==> src/rtl/pulse_gen_arbiter_if.sv <==
// Bundle between the requesting control blocks, the round-robin arbiter and one shared pulse_gen.
// The slave side is the arbiter; the master side is everything around it.
interface pulse_gen_arbiter_if #(
    parameter int REQ_NUM     = 4,
    parameter int CNTR_WIDTH  = 32,
    parameter int BURST_WIDTH = 8
);
    logic [REQ_NUM-1:0]             req;
    logic [REQ_NUM*CNTR_WIDTH-1:0]  req_cntr_max;
    logic [REQ_NUM*CNTR_WIDTH-1:0]  req_cntr_low;
    logic [REQ_NUM*BURST_WIDTH-1:0] req_burst;
    logic [REQ_NUM-1:0]             grant;
    logic [REQ_NUM-1:0]             ack;
    logic                           err;
    logic                           ctrl_busy;
    logic                           pg_start;
    logic [CNTR_WIDTH-1:0]          pg_cntr_max;
    logic [CNTR_WIDTH-1:0]          pg_cntr_low;
    logic                           pg_start_strobe;
    logic                           pg_busy;

    modport slave (
        input  req, req_cntr_max, req_cntr_low, req_burst, pg_start_strobe, pg_busy,
        output grant, ack, err, ctrl_busy, pg_start, pg_cntr_max, pg_cntr_low
    );

    modport master (
        output req, req_cntr_max, req_cntr_low, req_burst, pg_start_strobe, pg_busy,
        input  grant, ack, err, ctrl_busy, pg_start, pg_cntr_max, pg_cntr_low
    );
endinterface

==> src/rtl/pulse_gen_arbiter.sv <==
// Round-robin scheduler sharing one pulse_gen between REQ_NUM requesters; each grant runs
// a burst of pulses with the winner's latched period/low settings, then acknowledges it.
module pulse_gen_arbiter #(
    parameter int REQ_NUM     = 4,
    parameter int CNTR_WIDTH  = 32,
    parameter int BURST_WIDTH = 8
) (
    input  logic                  clk,
    input  logic                  rst,
    pulse_gen_arbiter_if.slave    bus
);
    localparam int IDX_W = $clog2(REQ_NUM);

    typedef enum logic [1:0] {IDLE, RUN, DRAIN, DONE} state_t;

    state_t                 r_state;
    logic [REQ_NUM-1:0]     r_grant;
    logic [REQ_NUM-1:0]     r_ack;
    logic                   r_err;
    logic                   r_busy;
    logic                   r_pg_start;
    logic [CNTR_WIDTH-1:0]  r_cntr_max;
    logic [CNTR_WIDTH-1:0]  r_cntr_low;
    logic [BURST_WIDTH-1:0] r_burst_left;
    logic [IDX_W-1:0]       r_last;

    logic [IDX_W-1:0]       w_cand [REQ_NUM];
    logic [CNTR_WIDTH-1:0]  w_cmax_arr [REQ_NUM];
    logic [CNTR_WIDTH-1:0]  w_clow_arr [REQ_NUM];
    logic [BURST_WIDTH-1:0] w_burst_arr [REQ_NUM];
    logic [IDX_W-1:0]       w_win;
    logic [REQ_NUM-1:0]     w_win_oh;
    logic [CNTR_WIDTH-1:0]  w_cmax;
    logic [BURST_WIDTH-1:0] w_burst;

    // w_cand[gi] is the requester index at search distance gi from last+1, wrapped mod REQ_NUM.
    generate
        for (genvar gi = 0; gi < REQ_NUM; gi++) begin : g_cand
            logic [IDX_W:0] w_sum;
            assign w_sum         = {1'b0, r_last} + (IDX_W+1)'(gi + 1);
            assign w_cand[gi]    = (w_sum >= (IDX_W+1)'(REQ_NUM)) ?
                                   IDX_W'(w_sum - (IDX_W+1)'(REQ_NUM)) : w_sum[IDX_W-1:0];
            assign w_cmax_arr[gi]  = bus.req_cntr_max[gi*CNTR_WIDTH +: CNTR_WIDTH];
            assign w_clow_arr[gi]  = bus.req_cntr_low[gi*CNTR_WIDTH +: CNTR_WIDTH];
            assign w_burst_arr[gi] = bus.req_burst[gi*BURST_WIDTH +: BURST_WIDTH];
        end
    endgenerate

    // Scan from the farthest candidate down so the nearest requesting one wins.
    always_comb begin
        w_win = '0;
        for (int k = REQ_NUM - 1; k >= 0; k--) begin
            if (bus.req[w_cand[k]]) begin
                w_win = w_cand[k];
            end
        end
    end

    assign w_win_oh = REQ_NUM'(1) << w_win;
    assign w_cmax   = w_cmax_arr[w_win];
    assign w_burst  = w_burst_arr[w_win];

    always_ff @(posedge clk or posedge rst) begin
        if (rst) begin
            r_state      <= IDLE;
            r_grant      <= '0;
            r_ack        <= '0;
            r_err        <= 1'b0;
            r_busy       <= 1'b0;
            r_pg_start   <= 1'b0;
            r_cntr_max   <= '0;
            r_cntr_low   <= '0;
            r_burst_left <= '0;
            r_last       <= IDX_W'(REQ_NUM - 1);
        end else begin
            r_ack <= '0;
            r_err <= 1'b0;
            case (r_state)
                IDLE: begin
                    if (|bus.req) begin
                        r_grant      <= w_win_oh;
                        r_last       <= w_win;
                        r_cntr_max   <= w_cmax;
                        r_cntr_low   <= w_clow_arr[w_win];
                        r_burst_left <= w_burst;
                        r_busy       <= 1'b1;
                        if (w_cmax == '0) begin
                            r_err   <= 1'b1;
                            r_ack   <= w_win_oh;
                            r_state <= DONE;
                        end else if (w_burst == '0) begin
                            r_ack   <= w_win_oh;
                            r_state <= DONE;
                        end else begin
                            r_pg_start <= 1'b1;
                            r_state    <= RUN;
                        end
                    end
                end
                RUN: begin
                    if (bus.pg_start_strobe) begin
                        r_burst_left <= r_burst_left - 1'b1;
                        if (r_burst_left == BURST_WIDTH'(1)) begin
                            r_pg_start <= 1'b0;
                            r_state    <= DRAIN;
                        end
                    end
                end
                DRAIN: begin
                    if (!bus.pg_busy) begin
                        r_ack   <= r_grant;
                        r_state <= DONE;
                    end
                end
                DONE: begin
                    r_grant <= '0;
                    r_busy  <= 1'b0;
                    r_state <= IDLE;
                end
                default: r_state <= IDLE;
            endcase
        end
    end

    assign bus.grant       = r_grant;
    assign bus.ack         = r_ack;
    assign bus.err         = r_err;
    assign bus.ctrl_busy   = r_busy;
    assign bus.pg_start    = r_pg_start;
    assign bus.pg_cntr_max = r_cntr_max;
    assign bus.pg_cntr_low = r_cntr_low;
endmodule

==> src/flat_wrapper.sv <==
// flat-port wrapper written by rule: the top's interface ports become plain ports
module pulse_gen_arbiter_flat 
#(
    parameter int REQ_NUM     = 4,
    parameter int CNTR_WIDTH  = 32,
    parameter int BURST_WIDTH = 8
)
  (clk, rst, bus_req, bus_req_cntr_max, bus_req_cntr_low, bus_req_burst, bus_pg_start_strobe, bus_pg_busy, bus_grant, bus_ack, bus_err, bus_ctrl_busy, bus_pg_start, bus_pg_cntr_max, bus_pg_cntr_low);
  pulse_gen_arbiter_if #(.REQ_NUM(REQ_NUM), .CNTR_WIDTH(CNTR_WIDTH), .BURST_WIDTH(BURST_WIDTH)) bus_i ();
  input  logic clk;
  input  logic rst;
  input wire logic [$bits(bus_i.req)-1:0] bus_req;
  input wire logic [$bits(bus_i.req_cntr_max)-1:0] bus_req_cntr_max;
  input wire logic [$bits(bus_i.req_cntr_low)-1:0] bus_req_cntr_low;
  input wire logic [$bits(bus_i.req_burst)-1:0] bus_req_burst;
  input wire logic [$bits(bus_i.pg_start_strobe)-1:0] bus_pg_start_strobe;
  input wire logic [$bits(bus_i.pg_busy)-1:0] bus_pg_busy;
  output wire logic [$bits(bus_i.grant)-1:0] bus_grant;
  output wire logic [$bits(bus_i.ack)-1:0] bus_ack;
  output wire logic [$bits(bus_i.err)-1:0] bus_err;
  output wire logic [$bits(bus_i.ctrl_busy)-1:0] bus_ctrl_busy;
  output wire logic [$bits(bus_i.pg_start)-1:0] bus_pg_start;
  output wire logic [$bits(bus_i.pg_cntr_max)-1:0] bus_pg_cntr_max;
  output wire logic [$bits(bus_i.pg_cntr_low)-1:0] bus_pg_cntr_low;
  assign bus_i.req = bus_req;
  assign bus_i.req_cntr_max = bus_req_cntr_max;
  assign bus_i.req_cntr_low = bus_req_cntr_low;
  assign bus_i.req_burst = bus_req_burst;
  assign bus_i.pg_start_strobe = bus_pg_start_strobe;
  assign bus_i.pg_busy = bus_pg_busy;
  assign bus_grant = bus_i.grant;
  assign bus_ack = bus_i.ack;
  assign bus_err = bus_i.err;
  assign bus_ctrl_busy = bus_i.ctrl_busy;
  assign bus_pg_start = bus_i.pg_start;
  assign bus_pg_cntr_max = bus_i.pg_cntr_max;
  assign bus_pg_cntr_low = bus_i.pg_cntr_low;
  pulse_gen_arbiter #(.REQ_NUM(REQ_NUM), .CNTR_WIDTH(CNTR_WIDTH), .BURST_WIDTH(BURST_WIDTH)) u_core (.clk(clk), .rst(rst), .bus(bus_i));
endmodule
==> config.mk <==
export PLATFORM = sky130hd
export DESIGN_NAME = pulse_gen_arbiter_flat
export DESIGN_NICKNAME = d
export VERILOG_FILES = /design/src/rtl/pulse_gen_arbiter_if.sv /design/src/rtl/pulse_gen_arbiter.sv /design/src/flat_wrapper.sv
export SDC_FILE = /design/constraint.sdc
export NUM_CORES = 1
export LEC_CHECK = 0
export BUFFER_PORTS_ARGS = -buffer_cell sky130_fd_sc_hd__buf_2
export CAP_MARGIN = 5
export CORE_AREA = 2 2 146 148
export DETAILED_ROUTE_END_ITERATION = 12
export DIE_AREA = 0 0 148 150
export PLACE_DENSITY_LB_ADDON = 0.12
export SYNTH_ARGS = -nofsm -noshare
export SYNTH_HDL_FRONTEND = slang
export SYNTH_SLANG_ARGS = --single-unit
==> constraint.sdc <==
create_clock -name clk -period 4.2 [get_ports clk]
set_input_delay 0.63 -clock clk [delete_from_list [all_inputs] [get_ports clk]]
set_output_delay 0.63 -clock clk [all_outputs]
set_load 0.05 [all_outputs]
* Yosys cells after proc, flatten, opt, wreduce, memory -nomap -nowiden
Index checks and enable logic that the tools add are counted.
Storage, ports and cells: flip-flop bits (word level) 87, bits of input ports 296, output and inout bits 75, logic and storage cells 104
Operators by class: $add $sub $neg 9, order comparisons 9, equality and inequality tests 10, shift operators 1, muxes and demuxes 53, bitwise operators 1, reduce and logical (&&, ||, !) cells 11
Operators by type and width (count):
- 32-bit binary-select mux with 2-bit select | 2
- 32-bit two-way mux | 4
- 32-bit zero test | 1
- 8-bit two-way mux | 4
- 2-bit two-way mux | 14
- 4-bit two-way mux | 5
- 8-bit binary-select mux with 2-bit select | 1
- 4-bit one-hot mux with 2 select lines | 2
- 8-bit one-hot mux with 2 select lines | 1
- 3-bit >= comparator, second input constant | 5
- 1-bit two-way mux | 13
- 2-bit by 3-bit less-than comparator with 1-bit output, second input constant | 4
- 1-bit binary-select mux with 2-bit select | 4
- 8-bit by 1-bit == test with 1-bit output, second input constant | 1
- 8-bit zero test | 1
- 2-bit != test, second input constant | 4
- 2-bit one-hot mux with 4 select lines | 1
- 2-bit by 1-bit subtractor with 2-bit output, second input constant | 4
- 8-bit by 1-bit subtractor with 8-bit output, second input constant | 1
- 2-bit by 2-bit adder with 3-bit output, second input constant | 2
- 6-bit AND reduction | 1
- 2-bit == test, second input constant | 2
- 2-bit by 1-bit != test with 1-bit output, second input constant | 2
- 1-bit one-hot mux with 2 select lines | 2
- other kinds (11) | 13

* Depth between registers and ports, before layout
depth after elaboration 18, gate-level depth with buffers 14, depth with buffers taken out 9

* Least setup slack after synthesis
No wires, ideal clock.
path kind input-to-reg, start in bus_req[3], end reg u_core.r_ack[0], in the netlist u_core.bus.ack[0], library setup time 0.104 ns, data arrival time 2.658 ns, data required time 4.096 ns, path slack 1.438 ns, stages on the path 12, path buffers 3, path through and3b_1 -> o32a_1 -> buf_2 -> buf_6 -> buf_6 -> mux2i_1 -> mux2i_1 -> nor4_1 -> nand2_1 -> nor4_4 -> a21oi_2 -> o41ai_2
Between the ends: cells in the longest elaborated chain, start to end 15, elaborated cells between the ends (all ways) 27
RTL lines:
- start: declaration | line flat_wrapper.sv:12 | input wire logic [$bits(bus_i.req)-1:0] bus_req;
- 1-bit binary-select mux with 2-bit select | line pulse_gen_arbiter.sv:53 | if (bus.req[w_cand[k]]) begin
- 1-bit two-way mux (implied by the code) | line pulse_gen_arbiter.sv:53
- 2-bit two-way mux (4 in series) | line pulse_gen_arbiter.sv:53
- 2-bit inverter with 3-bit output (implied by the code) | line pulse_gen_arbiter.sv:60, pulse_gen_arbiter.sv:61
- 8-bit binary-select mux with 2-bit select | line pulse_gen_arbiter.sv:61 | assign w_burst = w_burst_arr[w_win];
- 8-bit two-way mux (implied by the code) (2 in series) | line pulse_gen_arbiter.sv:61
- 8-bit zero test | line pulse_gen_arbiter.sv:91 | end else if (w_burst == '0) begin
- 4-bit two-way mux | line pulse_gen_arbiter.sv:91
- 4-bit two-way mux | line pulse_gen_arbiter.sv:87 | if (w_cmax == '0) begin
- 4-bit two-way mux (*) | line pulse_gen_arbiter.sv:80 | if (|bus.req) begin
- 4-bit one-hot mux with 2 select lines (*) | line pulse_gen_arbiter.sv:78 | case (r_state)
- end signal: assignment | line pulse_gen_arbiter.sv:89 | r_ack <= w_win_oh;
- end signal: assignment | line pulse_gen_arbiter.sv:92 | r_ack <= w_win_oh;
- end signal: assignment | line pulse_gen_arbiter.sv:111 | r_ack <= r_grant;
- end: declaration | line pulse_gen_arbiter.sv:18 | logic [REQ_NUM-1:0] r_ack;
Mark *: on every way between the ends. The rest lies on a longest branch, timed or not. The select of a mux whose other input is x is not followed. A chain may end at the register's enable or synchronous reset.

* Worst setup path in the final report
start in bus_req[2], end reg u_core.r_ack[0], in the netlist u_core.bus.ack[0]
The elaborated chain is that of the path after synthesis.

==> impl.org <==
** Finish
- Synthesis-to-layout area growth :: 40.0%
- Of the cells placed in the final design, the portion with a size suffix greater than 1 is 42.6%.
- Count of inserted antenna diode cells :: 0
- At the end of the flow, the number of nets in the layout was 1355.
- Area of all placed cells without fillers :: 8520 sq um
- The layout has 2196 filler cells.

** Clocking
- Post-cts resize count :: 0
- Clock slew seen by the registers of the worst setup and hold paths :: 0.07 ns
- The clock reaches the later pin of the worst-skew pair after 0.35 ns.
- For this design, the CTS-stage hold fixing added 0 buffers.
- Clock buffer count from CTS :: 9
- The cell sitting at the root of the clock tree is a sky130_fd_sc_hd__clkbuf_16.
- CTS tree :: yes
- TritonCTS Sinks :: 87
- Count of H-tree levels built during CTS :: 3
- The longest clock path from root to sink contains 2 buffers.
- Buffers inserted during post-CTS setup optimization :: 0

** Min path
- Type of the most critical hold path :: in2async

** Yosys
- In this run, synthesis produced a sequential element count of 87.
- Post-Synthesis Cell Area :: 6090 sq um
- After synthesis, the largest area contributor takes up 35.0% of total cell area.
- Post-synthesis net count :: 1015
- Biggest area consumer among synthesized cells :: sky130_fd_sc_hd__dfrtp_1
- Yosys instantiated no cell more often than sky130_fd_sc_hd__nand2_1.
- Primary FF master, synth :: sky130_fd_sc_hd__dfrtp_1
- After synthesis, the mean cell area works out to 8.54 sq um.
- Post-synth ARST share :: 100%
- Ranking of synthesized cells by area :: sky130_fd_sc_hd__dfrtp_1 35%, sky130_fd_sc_hd__mux2i_1 20%, sky130_fd_sc_hd__nand2_1 13%, sky130_fd_sc_hd__mux2_2 5.9%, sky130_fd_sc_hd__nand3_1 5.8%
- Register area share after synthesis :: 35.8%
- Number of cells produced by synthesis :: 713
- Most numerous cell types in the synthesized netlist :: 217 x sky130_fd_sc_hd__nand2_1, 122 x sky130_fd_sc_hd__mux2i_1, 85 x sky130_fd_sc_hd__dfrtp_1
- The Yosys step of the flow raised 0 warnings.
- Count of flip-flops with a built-in enable after synthesis :: 0
- Count of cell types in the netlist :: 45

** Routing
- For this block, the via count after detailed routing is 6189.
- Dividing the detail-routed via count by the number of cells gives 4.64.
- After detailed routing, the average wire length per cell comes to 16.6 um.
- In this run, the number of DRC markers left after iteration 0 of detailed routing was 234.
- The count of nets left with antenna violations once routing finished came out at 0.
- The final layout contains routed wiring with a total length of 22.2 mm.
- For this run, design rule violations remaining after detail routing come to 0.
- Number of iterations in the first detailed-routing pass :: 4

** Floorplan
- Top-level I/O count :: 371
- Area of the core :: 20700 sq um
- The die covers 22200 sq um.
- The die is 150 um tall.
- After floorplanning, the core was divided into 53 placement rows.
- Initial cell density of the core :: 29.4%
- Die width :: 148 um

** GRT
- Largest net degree at the start of global routing :: 73
- The initial antenna violation count came to 0.
- Wire length of the first global-routing pass :: 33.4 mm
- Global routing used 19.2% of the available tracks.
- Grt ovf :: 0
- The via count of the first global-routing pass is 6092.

** Power and ir drop
- Summed over all cells, the static leakage comes to 4.54 nW.
- Clock share of power :: 12.9%
- Switching power :: 0.00350 W
- Fraction of power spent switching nets :: 52.8%
- The internal power of the cells totals 0.00313 W.
- PwrDens :: 778 nW/um^2
- Fraction of power consumed by combinational cells :: 64.2%
- IR drop worst, VDD :: 328 uV
- Registers are responsible for 22.8% of the overall power.
- Final total power :: 0.00663 W

** Worst setup path
- In this run the critical register-to-register path is captured at u_core.bus.ack[0]$_DFF_PP0_.
- WP data required :: 4.44 ns
- The critical path starts at bus_req[2].
- The worst setup path is launched from an input pin.
- For the worst setup path, the data arrival time is 3.56 ns.
- Of all nets on the critical path, the largest fanout is 21.
- Cell count of the worst reg-to-reg path :: 10
- The worst setup path is captured at a flop.
- Class of the most critical setup path :: in2reg
- The setup check on the worst reg-to-reg path leaves a slack of 0.88 ns.
- The startpoint identified for the worst register-to-register timing path is u_core.r_last[1]$_DFFE_PP1P_.

** Timing
- The final-report max-slew violation count came to 0.
- Skew final :: 0.00797 ns
- Worst Slack Setup Final :: 0.877 ns
- Min cycle time layout :: 3.32 ns
- For the pin with the worst max-slew slack, the measured transition is 0.919 ns.
- Number of endpoints failing setup at the final stage :: 0
- In the finished design, the share of the clock period the worst path needs comes to 79.1%.
- The total count of hold-check failures in the final report is 0.
- Timing would allow up to 301 MHz.
- Hold timing on the final database bottoms out at a slack of 0.418 ns.
- Setup TNS Final :: 0 ns
- Headroom to the max-slew limit :: 38.8%
- Setup repair after global routing left no endpoint under its margin.

** Outcome
- Result of the run :: complete, no violations

** Placed design
- Timing analysis after detailed placement gives a worst setup slack of 0.493 ns.
- Input and output buffers added on the ports amount to 370.
- The congestion estimate from routability-driven global placement came to 0.831.
- Once detailed placement completed, the half-perimeter wirelength came to 17.3 mm.
- Post-detailed-placement cell area :: 8200 sq um

** Flow run
- The tool flagged a number of max-cap violations equal to 0.
-- kinds of logic (layout without fill, tap and decap cells) --
logic type	count (synthesis)	count (layout)	synth area share, %
simple gates	326	326	23.5
fa+ha+maj	6	6	1.23
buf+inv	61	406	4.83
compound gates	79	79	8.63
flops	87	87	35.8
mux	154	154	26.0
-- state kept, by name, summed over array words and instances (netlist names) --
signal and cells:
u_core.bus.ack 4, u_core.bus.pg_cntr_max 32, u_core.bus.ctrl_busy 1, u_core.bus.pg_start 1, u_core.r_last 2, u_core.bus.pg_cntr_low 32, u_core.bus.err 1, u_core.bus.grant 4
u_core.r_burst_left 8, u_core.r_state 2
-- through the flow --
stage | cells | utilization (%)
detailed placement | 1317 | 39.7
finish | 1333 | 41.2
global route | 1333 | 41.2
CTS | 1333 | 41.2
floorplan | 713 | -
global placement | 1317 | 39.7
-- power by group through the flow --
stage / registers (W) / clock network (W) / logic (W)
6_report: 0.00151 / 0.000856 / 0.00426
5_1_grt: 0.00157 / 0.000920 / 0.00464
4_1_cts: 0.00152 / 0.000885 / 0.00433
3_3_place_gp: 0.00153 / 0 / 0.00432
2_1_floorplan: 0.00265 / 0 / 0.00210
3_5_place_dp: 0.00153 / 0 / 0.00432
-- worst max-delay path, stage by stage --
cell                       delay (ns)
sky130_fd_sc_hd__buf_2           0.15
sky130_fd_sc_hd__nand2b_1        0.22
sky130_fd_sc_hd__a21boi_1        0.36
sky130_fd_sc_hd__o221a_4         0.55
sky130_fd_sc_hd__buf_12          0.25
sky130_fd_sc_hd__mux2i_1         0.11
sky130_fd_sc_hd__nor4_1          0.42
sky130_fd_sc_hd__nand2_1         0.17
sky130_fd_sc_hd__nor4_4          0.30
sky130_fd_sc_hd__a21oi_2         0.14
sky130_fd_sc_hd__o41ai_2         0.23
-- worst max-delay path by stage --
stage               slack [ns]  cells past startpoint                          end
finish                    0.88                     11  u_core.bus.ack[0]$_DFF_PP0_
global route              0.64                     10  u_core.bus.ack[2]$_DFF_PP0_
CTS                       0.77                     10  u_core.bus.ack[0]$_DFF_PP0_
detailed placement        0.49                     11  u_core.bus.ack[0]$_DFF_PP0_
global placement          0.62                     11  u_core.bus.ack[3]$_DFF_PP0_
floorplan                 1.32                      1  u_core.bus.ack[0]$_DFF_PP0_
-- area by class of cell --
| type | instances | area, sq um | area share (%) |
|---|---|---|---|
| tap | 275 | 344 | 4.04 |
| clock buffer | 10 | 239 | 2.81 |
| clock inverter | 6 | 75.1 | 0.881 |
| timing repair buffer | 381 | 1970 | 23.1 |
| inverter | 9 | 36.3 | 0.426 |
| multi-input combinational | 565 | 3670 | 43.1 |
| sequential | 87 | 2180 | 25.6 |
-- cell usage in the layout (no fill, tap or decap), types with 8 or more instances in the layout --
master	synthesis	routed
sky130_fd_sc_hd__dfrtp_1	85	85
sky130_fd_sc_hd__o21ai_0	19	19
sky130_fd_sc_hd__clkbuf_16	0	9
sky130_fd_sc_hd__buf_4	3	8
sky130_fd_sc_hd__o21ai_1	26	26
sky130_fd_sc_hd__buf_2	7	370
sky130_fd_sc_hd__inv_1	9	8
sky130_fd_sc_hd__mux2_2	32	32
sky130_fd_sc_hd__nor2_1	8	8
sky130_fd_sc_hd__mux2i_1	122	122
sky130_fd_sc_hd__nand2_1	217	217
sky130_fd_sc_hd__nand3_1	70	70
-- layer usage --
metal	up-vias	track usage, %	wire length, um
met1	2808	23.8	9130
met2	202	33.7	11200
met4	0	4.05	296
met5	-	0	0
met3	19	5.12	1510
li1	3160	-	-
Power figures use the tool's default switching activity.
